### config.mk
export PLATFORM = sky130hd
export DESIGN_NAME = bram_arbiter
export DESIGN_NICKNAME = d
export VERILOG_FILES = /design/src/rtl/bram_arbiter.sv
export SDC_FILE = /design/constraint.sdc
export NUM_CORES = 1
export LEC_CHECK = 0
export ABC_AREA = 1
export CELL_PAD_IN_SITES_DETAIL_PLACEMENT = 0
export CELL_PAD_IN_SITES_GLOBAL_PLACEMENT = 1
export CORE_UTILIZATION = 38
export DETAILED_ROUTE_END_ITERATION = 8
export DONT_BUFFER_PORTS = 1
export GPL_ROUTABILITY_DRIVEN = 0
export PLACE_DENSITY = 0.87
export SKIP_LAST_GASP = 1
export SLEW_MARGIN = 25
export SYNTH_ARGS = -nofsm -noshare
export SYNTH_HDL_FRONTEND = slang
export SYNTH_SLANG_ARGS = --single-unit
### constraint.sdc
create_clock -name clock -period 1.62 [get_ports clock]
set_input_delay 0.405 -clock clock [delete_from_list [all_inputs] [get_ports clock]]
set_output_delay 0.405 -clock clock [all_outputs]
set_load 0.01 [all_outputs]
### src/rtl/bram_arbiter.sv
// Round-robin arbiter sharing one single-port BRAM between two requesters.
// Ports: clock/reset, req0_*/req1_* valid-ready request channels,
//        rsp0_*/rsp1_* read responses, ram_* BRAM pins,
//        grant0_count/grant1_count saturating grant counters, clear_counts.
module bram_arbiter #(
    parameter int RAM_WIDTH     = 16,
    parameter int RAM_ADDR_BITS = 16,
    parameter int CNT_WIDTH     = 32
) (
    input  logic                     clock,
    input  logic                     reset,
    input  logic                     req0_valid,
    output logic                     req0_ready,
    input  logic                     req0_write,
    input  logic [RAM_ADDR_BITS-1:0] req0_addr,
    input  logic [RAM_WIDTH-1:0]     req0_wdata,
    output logic                     rsp0_valid,
    output logic [RAM_WIDTH-1:0]     rsp0_data,
    input  logic                     req1_valid,
    output logic                     req1_ready,
    input  logic                     req1_write,
    input  logic [RAM_ADDR_BITS-1:0] req1_addr,
    input  logic [RAM_WIDTH-1:0]     req1_wdata,
    output logic                     rsp1_valid,
    output logic [RAM_WIDTH-1:0]     rsp1_data,
    output logic                     ram_enable,
    output logic                     ram_write_enable,
    output logic [RAM_ADDR_BITS-1:0] ram_address,
    output logic [RAM_WIDTH-1:0]     ram_input_data,
    input  logic [RAM_WIDTH-1:0]     ram_output_data,
    output logic [CNT_WIDTH-1:0]     grant0_count,
    output logic [CNT_WIDTH-1:0]     grant1_count,
    input  logic                     clear_counts
);

    logic                 last_grant_q, last_grant_d;
    logic                 pend_rd_q, pend_rd_d;
    logic                 pend_id_q, pend_id_d;
    logic [CNT_WIDTH-1:0] cnt0_q, cnt0_d;
    logic [CNT_WIDTH-1:0] cnt1_q, cnt1_d;
    logic                 grant0, grant1;

    // On contention the requester that did not win last time goes next.
    assign grant0 = req0_valid & (~req1_valid | last_grant_q) & ~reset;
    assign grant1 = req1_valid & (~req0_valid | ~last_grant_q) & ~reset;

    assign req0_ready = grant0;
    assign req1_ready = grant1;

    always_comb begin
        ram_enable       = 1'b0;
        ram_write_enable = 1'b0;
        ram_address      = '0;
        ram_input_data   = '0;
        if (grant0) begin
            ram_enable       = 1'b1;
            ram_write_enable = req0_write;
            ram_address      = req0_addr;
            ram_input_data   = req0_wdata;
        end else if (grant1) begin
            ram_enable       = 1'b1;
            ram_write_enable = req1_write;
            ram_address      = req1_addr;
            ram_input_data   = req1_wdata;
        end
    end

    always_comb begin
        last_grant_d = last_grant_q;
        if (grant0) begin
            last_grant_d = 1'b0;
        end else if (grant1) begin
            last_grant_d = 1'b1;
        end
        pend_rd_d = (grant0 & ~req0_write) | (grant1 & ~req1_write);
        pend_id_d = grant1;
    end

    // Clear wins over a same-cycle increment; counters stick at all-ones.
    always_comb begin
        cnt0_d = cnt0_q;
        cnt1_d = cnt1_q;
        if (clear_counts) begin
            cnt0_d = '0;
            cnt1_d = '0;
        end else begin
            if (grant0 && (cnt0_q != '1)) begin
                cnt0_d = cnt0_q + 1'b1;
            end
            if (grant1 && (cnt1_q != '1)) begin
                cnt1_d = cnt1_q + 1'b1;
            end
        end
    end

    always_ff @(posedge clock) begin
        if (reset) begin
            last_grant_q <= 1'b1;
            pend_rd_q    <= 1'b0;
            pend_id_q    <= 1'b0;
            cnt0_q       <= '0;
            cnt1_q       <= '0;
        end else begin
            last_grant_q <= last_grant_d;
            pend_rd_q    <= pend_rd_d;
            pend_id_q    <= pend_id_d;
            cnt0_q       <= cnt0_d;
            cnt1_q       <= cnt1_d;
        end
    end

    // Gating with reset kills a response owed to a read accepted
    // in the cycle just before reset rose.
    assign rsp0_valid = pend_rd_q & ~pend_id_q & ~reset;
    assign rsp1_valid = pend_rd_q & pend_id_q & ~reset;
    assign rsp0_data  = rsp0_valid ? ram_output_data : '0;
    assign rsp1_data  = rsp1_valid ? ram_output_data : '0;

    assign grant0_count = cnt0_q;
    assign grant1_count = cnt1_q;

endmodule

-- Yosys cells after proc, flatten, opt, wreduce, memory -nomap -nowiden
Index checks and enable logic that the tools add are counted.
- multiplexer cells: 12
- equal/unequal tests: 2
- add/subtract/negate cells: 2
- bitwise operators: 20
- reductions and logical operators: 4
- operator list (cell ; count):
    $mux 16 ; 6
    $add 32x1->32 const B ; 2
    $ne 32x32->1 const B ; 2
    $and 1x1->1 ; 10
    $not 1->1 ; 7
    $mux 1 ; 6
    $or 1x1->1 ; 3
    $logic_and 1x1->1 ; 2
    $reduce_bool 2->1 ; 1
    $reduce_or 2->1 ; 1
- bits in registers: 67
- output and inout port bits: 134
- input port bits: 87
- word-level logic and storage cells: 45

-- Longest topological paths before layout
- depth after elaboration: 6
- gate-level depth with buffers: 11
- gate-level depth less buffers: 11

-- Worst setup path before layout
Ideal clock, no wire load.
- path kind: input port to output port
- start point: in reset
- end point: out rsp0_data[10]
- data arrival time: 1.341 ns
- slack: -0.126 ns
- stages on the path: 4
- path through: nor3_1 inv_1 clkbuf_1 nor2_1
- longest elaborated chain between the ends: 3
- RTL lines (element ; line ; text):
    start, declared ; 11 ; input logic reset,
    $not 1->1 ; 114 ; assign rsp0_valid = pend_rd_q & ~pend_id_q & ~reset;
    $and 1x1->1 ; 114 ;
    $mux 16 ; 116 ; assign rsp0_data = rsp0_valid ? ram_output_data : '0;
    end, declared ; 18 ; output logic [RAM_WIDTH-1:0] rsp0_data,
Every way passes these cells.

-- Worst setup path after layout
- start point: reg pend_rd_q
- end point: out rsp1_data[3]
- longest elaborated chain between the ends: 3
- RTL lines (element ; line ; text):
    start, declared ; 37 ; logic pend_rd_q, pend_rd_d;
    start signal, assigned ; 105 ; pend_rd_q <= pend_rd_d;
    $and 1x1->1 (2 in series) ; 115 ; assign rsp1_valid = pend_rd_q & pend_id_q & ~reset;
    $mux 16 ; 117 ; assign rsp1_data = rsp1_valid ? ram_output_data : '0;
    end, declared ; 25 ; output logic [RAM_WIDTH-1:0] rsp1_data,
Every way passes these cells.

==> summary by stage <==
Outcome
The flow ran to the end, but the final reports show violations. The checks that failed: setup timing.

Timing
The highest clock frequency the design can meet is 524 MHz. The minimum clock period is roughly 1900 ps. The final worst-path cycle share is 118%. Setup slack on the critical path of the routed design comes to -289 ps. Setup violations remaining at the end of the flow were counted as 80. Headroom to the max-slew limit came out at about 69%. Setup repair after global routing could not meet its margin everywhere. The tightest hold margin is 165 ps. Adding up every negative setup slack in the final design gives -12480 ps. The total count of hold-check failures in the final report came to 0. The maximum clock skew at final layout is a little over 9 ps.

The number of pins with negative max-slew slack in the final report is 0. The pin slew with the least headroom to its limit is between 400 and 500 ps.

Synth
The synthesized design contains 67 register bits. Sequential elements use between 20% and 30% of the synthesized area. Counting distinct cell types in the post-synthesis netlist gives 30. Sorting the synthesized cells by area gives the leading types as dfxtp_1 29%, nor2_1 16%, nand2_1 15%, nand3_1 8.4%, inv_1 6.8%. For this run, asynchronously set or reset flops after synthesis account for 0%. The mapped netlist covers about 4700 sq um. The main flop type after synthesis is dfxtp_1. The net count after synthesis is roughly 870.

The commonest cells after synthesis are 194 x nor2_1, 182 x nand2_1, 85 x inv_1, 78 x nand3_1, 67 x dfxtp_1. Synthesis produced 778 cells. The top cell type by total area after synthesis is dfxtp_1. The number of flops mapped to enable cells by yosys is 0. Of the post-synthesis cell area, the dominant cell type holds 28.8%.

The leading cell type by number of instances after synthesis is nor2_1. The synthesized area per cell is ~6 sq um. The number of warnings issued by yosys is 0.

Setup path
Data arrives at the worst endpoint at around 1500 ps. The category of the most critical setup path is register to output pin. Among all stages on the critical path, the largest delay is contributed by dfxtp_2. The maximum cell stage delay along the critical path is about 320 ps. The signal on the critical path passes through inv_2 > nor3_4 > buf_6 > clkinvlp_4 > nor2_4. The largest fanout on the critical path is 5.

The most critical setup path has its endpoint at rsp1_data[3]. The data required time at the worst endpoint is around 1200 ps. The endpoint of the worst register-to-register path is grant1_count[21]. The critical path endpoint category is an output pin. STA classifies the critical path startpoint as a register. Tracing the worst setup path back leads to its startpoint at pend_rd_q. For the worst flop-to-flop path, the logic depth is 13.

The family with the most delay on the worst path is buffers and inverters. The count of cell instances traversed by the critical path is 5. The startpoint of the lowest-slack register-to-register path is last_grant_q. The number of buffer and inverter stages on the critical path is 3. For flop-to-flop paths, the worst setup slack is -100 ps.

Detailed routing
The average wire length per cell after detail routing is between 15 and 20 microns. The post-detailed-route DRC marker count is 0. The pre-antenna-repair detailed-routing pass consisted of 5 iterations. The via count is 5831. In the routed layout, each cell is associated on average with a via count of 5.38.

The number of DRC violations after detailed-routing iteration 0 is 385. For this block, the routed nets add up to roughly 20 mm of wire. Once detail routing completed, the nets flagged for antenna violations numbered 0.

Clocking
Counting every sink on the clock net gives 67. The clock tree buffer depth is 2. The cell at the root of the clock tree is clkbuf_16. The clock latency reported for the late side of the worst-skew pair is 350 ps. TritonCTS created 9 clock buffers. After clock tree synthesis, the flow added hold-fix buffers numbering 0. The CTS tree is done. The H-tree was split into 3 levels.

After clock tree synthesis, the clock-pin slew on the worst setup and hold paths is approximately 60 ps.

Global route
The total routing usage reported by global routing is about 28%. The maximum number of pins on one net before global-route repair is 61. The number of antenna violations at the first check in global routing is 1. The first global-routing pass estimated between 20 and 30 mm of wire.

Global routing finished with a remaining overflow of 0. The number of global-route vias before repair is about 5100.

Final layout
The share of post-route cells with drive strength above 1 is about two fifths. The count of filler cells inserted in the layout is just over 1000. The share of the core filled with cells is 62.1%. The final layout contains ~1000 nets. From synthesis to final layout, the design area changed by 59.2%.

Die
The die covers ~13000 sq um. The horizontal die dimension is roughly 110 microns. In this run the count of I/O pins placed on the die edge is between 200 and 250. Measured along the y axis, the die boundary spans ~110 microns.

The area of the core region is approximately 12000 sq um. The total number of placement rows is 40. The initial utilization of the core area, before any placement, comes to between 30% and 40%.

Pwr
Net switching is between 20% and 30% of the power. The leakage dissipation is roughly 3.1 nW. Power spread over the standard cell area amounts to 578 nW/um^2. The reported net switching power is 1.07 mW. The fraction of power consumed by sequential logic is 38.8%.

Cell internal power was estimated by the tool at roughly 3.2 mW. Overall power consumption after layout is estimated at roughly 4.3 mW. The share of total power dissipated in combinational logic is between 10% and 20%. The share of total power in the clock network is a little under 50%.

The worst-case IR drop observed on VDD is ~0.63 mV.

Placed design
The post-DP HPWL is around 14 mm. Before CTS, the worst setup slack after placement is -66.7 ps. The count of buffers from port buffering is 0.

Min path
The worst min-delay path class is primary input to register.

Flow run
Across the run, the number of max-cap violations was 0.
## worst min path at each step
stage | startpoint | endpoint | cells after the start
6_report | req0_write | pend_rd_q | 1
5_1_grt | req0_write | pend_rd_q | 1
4_1_cts | req0_write | pend_rd_q | 1
3_5_place_dp | grant1_count[3] | grant1_count[3] | 2
3_3_place_gp | grant1_count[3] | grant1_count[3] | 2
2_1_floorplan | last_grant_q | last_grant_q | 2
## layer usage
metal  up-vias  share of wire, %  track usage, %
met3        52               6.7            7.28
li1       2813                 -               -
met1      2723                39            31.5
met5         -                 0               0
met4         0               4.3            16.0
met2       243                50            47.4
## power groups by stage
stage	registers, mW	clock network [mW]	logic [mW]
6_report	1.67	2.08	0.541
5_1_grt	1.67	2.17	0.562
2_1_floorplan	1.70	0	0.238
4_1_cts	1.66	2.10	0.408
3_5_place_dp	1.70	0	0.333
3_3_place_gp	1.70	0	0.328
## layout by cell type, fill, tap and decap left out, types with 10 or more instances in the layout
cell / n
nor2_1: 135
a22o_4: 22
buf_4: 125
nand4_1: 10
nand2_2: 13
clkbuf_16: 13
nand3_2: 13
dfxtp_1: 54
nand3_4: 11
nor2_4: 37
dfxtp_2: 12
nand3_1: 62
a21oi_1: 41
nor2_2: 36
inv_1: 78
nand2_1: 164
a22o_1: 10
buf_6: 20
## cell type report
cell class              count  area (sq um)  area share [%]
inverters                  88           348            4.69
flip-flops and latches     67          1360            18.3
clock buffers              15           278            3.74
clock inverters             1          30.0           0.405
well taps                 147           184            2.48
diodes                      1          2.50          0.0337
repair inverters            1          7.51           0.101
multi-input cells         599          3680            49.6
repair buffers            164          1530            20.7
## sequential cells by signal, indices dropped and copies added (netlist names)
name and cells:
grant1_count 32, last_grant_q 1, pend_id_q 1, pend_rd_q 1, grant0_count 32
## logic make-up (layout without fill, tap and decap cells)
group,after synthesis,count (layout),synth area share [%]
AND/OR/NAND/NOR,508,510,47.8
other,0,1,0
flip-flops,67,67,28.8
adder cells (fa/ha/maj),2,2,0.537
XOR/XNOR,1,1,0.188
buffers and inverters,114,269,10.5
AO/OA/AOI/OAI,86,86,12.2
## timing repair
item                                    4_1_cts  5_1_grt
pin swaps                                    12       48
endpoints found under the setup margin       97      123
resized for setup                            81      175
gates cloned                                  3        6
buffers inserted                             14       24
hold endpoints to repair                      0        0
## stage by stage
stage / cells / cell area, sq um
finish: 1083 / 7420
detailed placement: 1025 / 5700
global route: 1083 / 7420
CTS: 1058 / 6430
global placement: 1025 / 5700
floorplan: 778 / 4680
Power figures use the tool's default switching activity.
